$ cat src/rtl/ex_muldiv_if.sv
// ex_muldiv_if: issue/readback bundle between the execute stage and the
// multiply/divide unit.
//   master (execute stage): drives op_valid, op, a, b, flush, rd_req;
//                           observes hi, lo, busy, done, stall
//   slave  (ex_muldiv)    : the reverse
interface ex_muldiv_if #(
   parameter int DATA_WIDTH = 32
);
   logic                  op_valid;
   logic [3:0]            op;
   logic [DATA_WIDTH-1:0] a;
   logic [DATA_WIDTH-1:0] b;
   logic                  flush;
   logic                  rd_req;
   logic [DATA_WIDTH-1:0] hi;
   logic [DATA_WIDTH-1:0] lo;
   logic                  busy;
   logic                  done;
   logic                  stall;

   modport master (
      output op_valid, op, a, b, flush, rd_req,
      input  hi, lo, busy, done, stall
   );

   modport slave (
      input  op_valid, op, a, b, flush, rd_req,
      output hi, lo, busy, done, stall
   );
endinterface

$ cat src/rtl/ex_muldiv.sv
// ex_muldiv: iterative multiply/divide unit owning the HI/LO register pair.
//   clock   : rising-edge clock
//   reset   : synchronous, active-high
//   bus     : ex_muldiv_if.slave
//     op_valid/op/a/b : issue (MULT, MULTU, DIV, DIVU, MADD, MADDU, MSUB,
//                       MSUBU, MTHI, MTLO; other op codes do nothing)
//     flush           : abort an in-flight operation, drop a same-cycle issue
//     rd_req          : execute stage is reading HI/LO this cycle
//     hi/lo           : architectural HI/LO
//     busy/done/stall : in flight / one-cycle result pulse / hold issuer
//
// state | meaning
// ------+---------------------------------------------------------------
// IDLE  | waiting for an op; MTHI/MTLO complete here in one edge
// RUN   | DATA_WIDTH shift-add (mul) or restoring (div) iterations
// FIX   | sign correction, accumulate, HI/LO write, done pulse
module ex_muldiv #(
   parameter int DATA_WIDTH = 32
) (
   input logic        clock,
   input logic        reset,
   ex_muldiv_if.slave bus
);
   localparam int              W        = DATA_WIDTH;
   localparam logic [W-1:0]    CNT_LAST = W'(W - 1);
   localparam logic [W-1:0]    CNT_ONE  = W'(1);

   typedef enum logic [1:0] {
      S_IDLE = 2'd0,
      S_RUN  = 2'd1,
      S_FIX  = 2'd2
   } state_t;

   state_t         state_q, state_d;
   logic [W-1:0]   cnt_q, cnt_d;
   // mul: {partial product, remaining multiplier bits}
   // div: {partial remainder, dividend bits shifting out / quotient in}
   logic [2*W-1:0] work_q, work_d;
   logic [W-1:0]   opnd_q, opnd_d;    // multiplicand or divisor magnitude
   logic           is_div_q, is_div_d;
   logic           neg_res_q, neg_res_d;
   logic           neg_rem_q, neg_rem_d;
   logic           acc_add_q, acc_add_d;
   logic           acc_sub_q, acc_sub_d;
   logic [W-1:0]   hi_q, hi_d;
   logic [W-1:0]   lo_q, lo_d;
   logic           done_q, done_d;

   logic dec_mul, dec_div, dec_signed, dec_madd, dec_msub, dec_mthi, dec_mtlo;

   always_comb begin
      dec_mul    = 1'b0;
      dec_div    = 1'b0;
      dec_signed = 1'b0;
      dec_madd   = 1'b0;
      dec_msub   = 1'b0;
      dec_mthi   = 1'b0;
      dec_mtlo   = 1'b0;
      case (bus.op)
         4'd0: begin dec_mul = 1'b1; dec_signed = 1'b1; end
         4'd1: dec_mul = 1'b1;
         4'd2: begin dec_div = 1'b1; dec_signed = 1'b1; end
         4'd3: dec_div = 1'b1;
         4'd4: begin dec_mul = 1'b1; dec_signed = 1'b1; dec_madd = 1'b1; end
         4'd5: begin dec_mul = 1'b1; dec_madd = 1'b1; end
         4'd6: begin dec_mul = 1'b1; dec_signed = 1'b1; dec_msub = 1'b1; end
         4'd7: begin dec_mul = 1'b1; dec_msub = 1'b1; end
         4'd8: dec_mthi = 1'b1;
         4'd9: dec_mtlo = 1'b1;
         default: ;
      endcase
   end

   logic         a_neg, b_neg;
   logic [W-1:0] mag_a, mag_b;

   assign a_neg = dec_signed & bus.a[W-1];
   assign b_neg = dec_signed & bus.b[W-1];
   assign mag_a = a_neg ? -bus.a : bus.a;
   assign mag_b = b_neg ? -bus.b : bus.b;

   // One iteration of each algorithm, computed from the working register.
   logic [W:0]     mul_sum;
   logic [2*W-1:0] mul_next;
   logic [W:0]     div_trial;
   logic [2*W-1:0] div_next;

   assign mul_sum  = {1'b0, work_q[2*W-1:W]} +
                     {1'b0, (work_q[0] ? opnd_q : {W{1'b0}})};
   assign mul_next = {mul_sum, work_q[W-1:1]};
   // Remainder stays below the divisor, so the trial fits in W+1 bits; a
   // zero divisor always succeeds and yields all-ones quotient, rem = |a|.
   assign div_trial = {work_q[2*W-1:W], work_q[W-1]} - {1'b0, opnd_q};
   assign div_next  = div_trial[W] ? {work_q[2*W-2:0], 1'b0}
                                   : {div_trial[W-1:0], work_q[W-2:0], 1'b1};

   logic [2*W-1:0] hilo, mul_res, mul_fix;
   logic [W-1:0]   quot_fix, rem_fix;

   assign hilo     = {hi_q, lo_q};
   assign mul_res  = neg_res_q ? -work_q : work_q;
   assign mul_fix  = acc_add_q ? (hilo + mul_res) :
                     acc_sub_q ? (hilo - mul_res) : mul_res;
   assign quot_fix = neg_res_q ? -work_q[W-1:0]   : work_q[W-1:0];
   assign rem_fix  = neg_rem_q ? -work_q[2*W-1:W] : work_q[2*W-1:W];

   always_comb begin
      state_d   = state_q;
      cnt_d     = cnt_q;
      work_d    = work_q;
      opnd_d    = opnd_q;
      is_div_d  = is_div_q;
      neg_res_d = neg_res_q;
      neg_rem_d = neg_rem_q;
      acc_add_d = acc_add_q;
      acc_sub_d = acc_sub_q;
      hi_d      = hi_q;
      lo_d      = lo_q;
      done_d    = 1'b0;

      case (state_q)
         S_IDLE: begin
            if (bus.op_valid && !bus.flush) begin
               if (dec_mul || dec_div) begin
                  state_d   = S_RUN;
                  cnt_d     = '0;
                  is_div_d  = dec_div;
                  neg_res_d = a_neg ^ b_neg;
                  neg_rem_d = a_neg;
                  acc_add_d = dec_madd;
                  acc_sub_d = dec_msub;
                  if (dec_div) begin
                     work_d = {{W{1'b0}}, mag_a};
                     opnd_d = mag_b;
                  end else begin
                     work_d = {{W{1'b0}}, mag_b};
                     opnd_d = mag_a;
                  end
               end else if (dec_mthi) begin
                  hi_d = bus.a;
               end else if (dec_mtlo) begin
                  lo_d = bus.a;
               end
            end
         end

         S_RUN: begin
            if (bus.flush) begin
               state_d = S_IDLE;
            end else begin
               work_d = is_div_q ? div_next : mul_next;
               cnt_d  = cnt_q + CNT_ONE;
               if (cnt_q == CNT_LAST) begin
                  state_d = S_FIX;
               end
            end
         end

         S_FIX: begin
            state_d = S_IDLE;
            if (!bus.flush) begin
               done_d = 1'b1;
               if (is_div_q) begin
                  hi_d = rem_fix;
                  lo_d = quot_fix;
               end else begin
                  hi_d = mul_fix[2*W-1:W];
                  lo_d = mul_fix[W-1:0];
               end
            end
         end

         default: state_d = S_IDLE;
      endcase
   end

   always_ff @(posedge clock) begin
      if (reset) begin
         state_q   <= S_IDLE;
         cnt_q     <= '0;
         work_q    <= '0;
         opnd_q    <= '0;
         is_div_q  <= 1'b0;
         neg_res_q <= 1'b0;
         neg_rem_q <= 1'b0;
         acc_add_q <= 1'b0;
         acc_sub_q <= 1'b0;
         hi_q      <= '0;
         lo_q      <= '0;
         done_q    <= 1'b0;
      end else begin
         state_q   <= state_d;
         cnt_q     <= cnt_d;
         work_q    <= work_d;
         opnd_q    <= opnd_d;
         is_div_q  <= is_div_d;
         neg_res_q <= neg_res_d;
         neg_rem_q <= neg_rem_d;
         acc_add_q <= acc_add_d;
         acc_sub_q <= acc_sub_d;
         hi_q      <= hi_d;
         lo_q      <= lo_d;
         done_q    <= done_d;
      end
   end

   assign bus.hi    = hi_q;
   assign bus.lo    = lo_q;
   assign bus.busy  = (state_q != S_IDLE);
   assign bus.done  = done_q;
   assign bus.stall = bus.busy & (bus.op_valid | bus.rd_req);
endmodule

$ cat src/flat_wrapper.sv
// flat-port wrapper written by rule: the top's interface ports become plain ports
module ex_muldiv_flat 
#(
   parameter int DATA_WIDTH = 32
)
  (clock, reset, bus_op_valid, bus_op, bus_a, bus_b, bus_flush, bus_rd_req, bus_hi, bus_lo, bus_busy, bus_done, bus_stall);
  ex_muldiv_if #(.DATA_WIDTH(DATA_WIDTH)) bus_i ();
  input logic clock;
  input logic reset;
  input wire logic [$bits(bus_i.op_valid)-1:0] bus_op_valid;
  input wire logic [$bits(bus_i.op)-1:0] bus_op;
  input wire logic [$bits(bus_i.a)-1:0] bus_a;
  input wire logic [$bits(bus_i.b)-1:0] bus_b;
  input wire logic [$bits(bus_i.flush)-1:0] bus_flush;
  input wire logic [$bits(bus_i.rd_req)-1:0] bus_rd_req;
  output wire logic [$bits(bus_i.hi)-1:0] bus_hi;
  output wire logic [$bits(bus_i.lo)-1:0] bus_lo;
  output wire logic [$bits(bus_i.busy)-1:0] bus_busy;
  output wire logic [$bits(bus_i.done)-1:0] bus_done;
  output wire logic [$bits(bus_i.stall)-1:0] bus_stall;
  assign bus_i.op_valid = bus_op_valid;
  assign bus_i.op = bus_op;
  assign bus_i.a = bus_a;
  assign bus_i.b = bus_b;
  assign bus_i.flush = bus_flush;
  assign bus_i.rd_req = bus_rd_req;
  assign bus_hi = bus_i.hi;
  assign bus_lo = bus_i.lo;
  assign bus_busy = bus_i.busy;
  assign bus_done = bus_i.done;
  assign bus_stall = bus_i.stall;
  ex_muldiv #(.DATA_WIDTH(DATA_WIDTH)) u_core (.clock(clock), .reset(reset), .bus(bus_i));
endmodule
$ cat config.mk
export PLATFORM = sky130hd
export DESIGN_NAME = ex_muldiv_flat
export DESIGN_NICKNAME = d
export VERILOG_FILES = /design/src/rtl/ex_muldiv_if.sv /design/src/rtl/ex_muldiv.sv /design/src/flat_wrapper.sv
export SDC_FILE = /design/constraint.sdc
export NUM_CORES = 1
export LEC_CHECK = 0
export ABC_CLOCK_PERIOD_IN_PS = 7400
export CAP_MARGIN = 0
export CORE_MARGIN = 8
export CORE_UTILIZATION = 32
export DETAILED_ROUTE_END_ITERATION = 6
export MAX_ROUTING_LAYER = met4
export PLACE_DENSITY = 0.5
export REMOVE_ABC_BUFFERS = 1
export SYNTH_ARGS = -nofsm -noshare
export SYNTH_HDL_FRONTEND = slang
export SYNTH_SLANG_ARGS = --single-unit
$ cat constraint.sdc
create_clock -name clock -period 7.4 [get_ports clock]
set_input_delay 1.85 -clock clock [delete_from_list [all_inputs] [get_ports clock]]
set_output_delay 1.85 -clock clock [all_outputs]
set_load 0.02 [all_outputs]
==> flow_summary.json <==
{
  "die_w_um": 294,
  "setup_viol": 0,
  "cts-buffers-inserted": 17,
  "synth_area_leaders": "dfxtp_1, ha_1, a21oi_1",
  "ys_warn_count": 0,
  "rr_worst_depth": 22,
  "yosysSeqAreaShare_pct": 16.2,
  "dr.pass1.iters": 5,
  "nets": 3809,
  "async_flop_share_pct": 0,
  "p_leak_nw": 10.7,
  "ys.flop_type": "dfxtp_1",
  "synth_top_cells_by_count": "nand2_1, a21oi_1, nor2_1",
  "routabilityCongestion": 0.967,
  "ir_worst_vdd_v": 0.000118,
  "yosysTopAreaCell": "dfxtp_1",
  "tightest_slew_ns": 1.11,
  "synth_cell_types": 92,
  "holdWs_ns": 0.455,
  "cts_sinks": 200,
  "finalSetupTns_ns": 0,
  "vias": 26900,
  "crit_type": "reg -> reg",
  "drive_gt1_share_pct": 4.73,
  "avgRoutedWirePerCell_um": 24.4,
  "synth_top_area_share_pct": 16.2,
  "min_period_ns": 7.06,
  "crit_path_end_kind": "register",
  "hold_path.class": "reg -> reg",
  "synth.ff_latch_count": 200,
  "die-area_um2": 86300,
  "drt-total-wl_um": 112000,
  "reg2reg_from": "u_core.work_q[0]$_SDFFE_PP0P_",
  "grt.overflow.total": 0,
  "root_buffer": "clkbuf_16",
  "clk_pin_slew_ns": 0.10,
  "hold_end": "u_core.opnd_q[2]$_SDFFE_PP0P_",
  "grt_pass1_wl_um": 165000,
  "dp_hpwl_um": 85500,
  "r2r_setup_slack_ns": 0.34,
  "reg2reg_to": "u_core.bus.hi[28]$_SDFFE_PP0P_",
  "relSlewSlack_pct": 25.9,
  "via_per_inst": 5.85,
  "ant_nets": 0,
  "combinationalPowerShare_pct": 33.1,
  "hp-start": "u_core.opnd_q[2]$_SDFFE_PP0P_",
  "clockPowerShare_pct": 32.8,
  "core_um2": 77000,
  "place_inst": 4561,
  "htree_levels": 4,
  "cts_hold_buf": 0,
  "synth_most_common_cell": "nand2_1",
  "switching_share_pct": 40.0,
  "outcome": "finished clean",
  "cts_tree": "done",
  "synth-edff-count": 0,
  "antenna_found_initial": 2,
  "clk_latency_ns": 0.54,
  "skew_ns": 0.0254,
  "drcViolationCount": 0,
  "grt_max_degree": 67,
  "cts_resized": 0,
  "finalHoldViolCount": 0,
  "pwr-share-seq_pct": 34.1,
  "port_buffers": 139,
  "grt_usage_pct": 25.6,
  "fmaxAchievable_mhz": 142,
  "drt-initial-drc-count": 2517,
  "maxCapViolCount": 0,
  "synthesis.area_um2": 24700,
  "clockBufferDepth": 2,
  "syn_to_final_growth_pct": 11.9,
  "power_density_nw_per_um2": 121,
  "first_global_vias": 25100,
  "initial_core_util_pct": 32.1,
  "critPathRequiredTime_ns": 7.85,
  "intPower_mw": 2.01,
  "rsz0062_at_grt": "no",
  "layoutNonFillerInstCount": 4595,
  "post-cts-setup-buffers": 0,
  "synth_cells": 3561,
  "arrival_ns": 7.51,
  "die_y_um": 294,
  "period_share_pct": 95.4,
  "crit_path_start_kind": "register",
  "rows": 102,
  "path_max_fanout": 10,
  "synth_area_per_cell_um2": 6.93,
  "p_switching_mw": 1.34,
  "hold_path_depth": 2,
  "ios": 140,
  "slew_violations": 0
}
[worst max-delay path, cell delays in order, from the launching register on]
cell and delay, ns:
dfxtp_1 0.41, inv_1 0.11, ha_1 0.16, or3b_2 0.57, or3_1 0.51, or2_2 0.35, or3_1 0.54, o21ai_0 0.26
xor2_1 0.34, inv_1 0.12, ha_1 0.49, inv_1 0.14, nor2_1 0.11, o21ai_0 0.07, nand2b_1 0.10, nor3_1 0.06
a21o_1 0.25, o41ai_1 0.90, a21oi_1 0.47, o41ai_1 0.54, xor2_1 0.19, a21oi_1 0.08, a31oi_1 0.19
[area by class of cell]
type                       instances  area, um2
clock inverter                    14        201
antenna                            2       5.00
inverter                         180        676
fill                            8291      49300
sequential                       200       4010
multi-input combinational       2934      19100
tap                             1040       1300
timing repair buffer             207       1900
clock buffer                      18        439
[power groups by stage]
stage	Clock (mW)	Sequential, mW	Combinational [mW]
global route	1.16	1.14	1.19
CTS	1.12	1.14	1.09
detailed placement	0	1.16	1.08
global placement	0	1.16	1.09
floorplan	0	1.16	0.701
finish	1.10	1.14	1.11
[worst max path at each step]
| stage | from | end | slack, ns |
|---|---|---|---|
| floorplan | u_core.work_q[0]$_SDFFE_PP0P_ | u_core.bus.hi[31]$_SDFFE_PP0P_ | 1.16 |
| global placement | u_core.work_q[0]$_SDFFE_PP0P_ | u_core.bus.hi[28]$_SDFFE_PP0P_ | 0.62 |
| detailed placement | u_core.work_q[0]$_SDFFE_PP0P_ | u_core.bus.hi[28]$_SDFFE_PP0P_ | 0.56 |
| CTS | u_core.work_q[0]$_SDFFE_PP0P_ | u_core.bus.hi[28]$_SDFFE_PP0P_ | 0.51 |
| global route | u_core.work_q[32]$_SDFFE_PP0P_ | u_core.bus.hi[29]$_SDFFE_PP0P_ | 0.08 |
| finish | u_core.work_q[0]$_SDFFE_PP0P_ | u_core.bus.hi[28]$_SDFFE_PP0P_ | 0.34 |
[cells by family after synthesis]
logic type	after synthesis	synth area share (%)
multiplexers	54	2.21
AND/OR/NAND/NOR	1181	22.2
AO/OA/AOI/OAI	1172	30.9
XOR/XNOR	331	11.8
adder cells (fa/ha/maj)	196	10.1
buffers and inverters	427	6.62
flip-flops	200	16.2
[metrics by stage]
| step | utilization (%) | worst slack [ns] | power [mW] | area (um2) |
|---|---|---|---|---|
| CTS | 35.9 | 0.514 | 3.34 | 27600 |
| global route | 35.9 | 0.0782 | 3.49 | 27600 |
| detailed placement | 35.1 | 0.561 | 2.24 | 27000 |
| finish | 35.9 | 0.340 | 3.35 | 27600 |
| global placement | 35.1 | 0.615 | 2.25 | 27000 |
| floorplan | - | 1.16 | 1.86 | 23700 |
[layer usage]
layer	wire, um	global-route usage (%)
met1	50200	34.3
met2	48600	38.9
met3	8940	4.33
met4	4150	8.96
met5	0	-
[cells in the final DEF, fill, tap and decap left out, types with 19 or more instances in the layout]
cell / instances
and3_1: 33
a22oi_1: 32
a21o_1: 82
nand2b_1: 38
nand3_1: 75
clkdlybuf4s50_1: 138
o211ai_1: 57
o21ai_0: 207
xor2_1: 143
o221ai_1: 36
nor2_1: 357
o21bai_1: 44
mux2i_1: 50
a311oi_1: 44
nor3_1: 82
a211oi_1: 26
nand2_1: 371
dfxtp_1: 196
nor2b_1: 21
inv_1: 176
nand4_1: 29
nor4_1: 41
a21oi_1: 368
buf_4: 69
or3_1: 37
o31ai_1: 49
a31oi_1: 33
or2_2: 19
xnor2_1: 186
a221oi_1: 30
o21a_1: 24
ha_1: 192
[state kept, by name (all words and copies together) (netlist names)]
signal / cells
u_core.neg_res_q: 1
u_core.bus.lo: 32
u_core.acc_sub_q: 1
u_core.opnd_q: 32
u_core.neg_rem_q: 1
u_core.bus.hi: 32
u_core.is_div_q: 1
u_core.state_q: 2
u_core.bus.done: 1
u_core.work_q: 64
u_core.acc_add_q: 1
u_core.cnt_q: 32
Power figures use the tool's default switching activity.
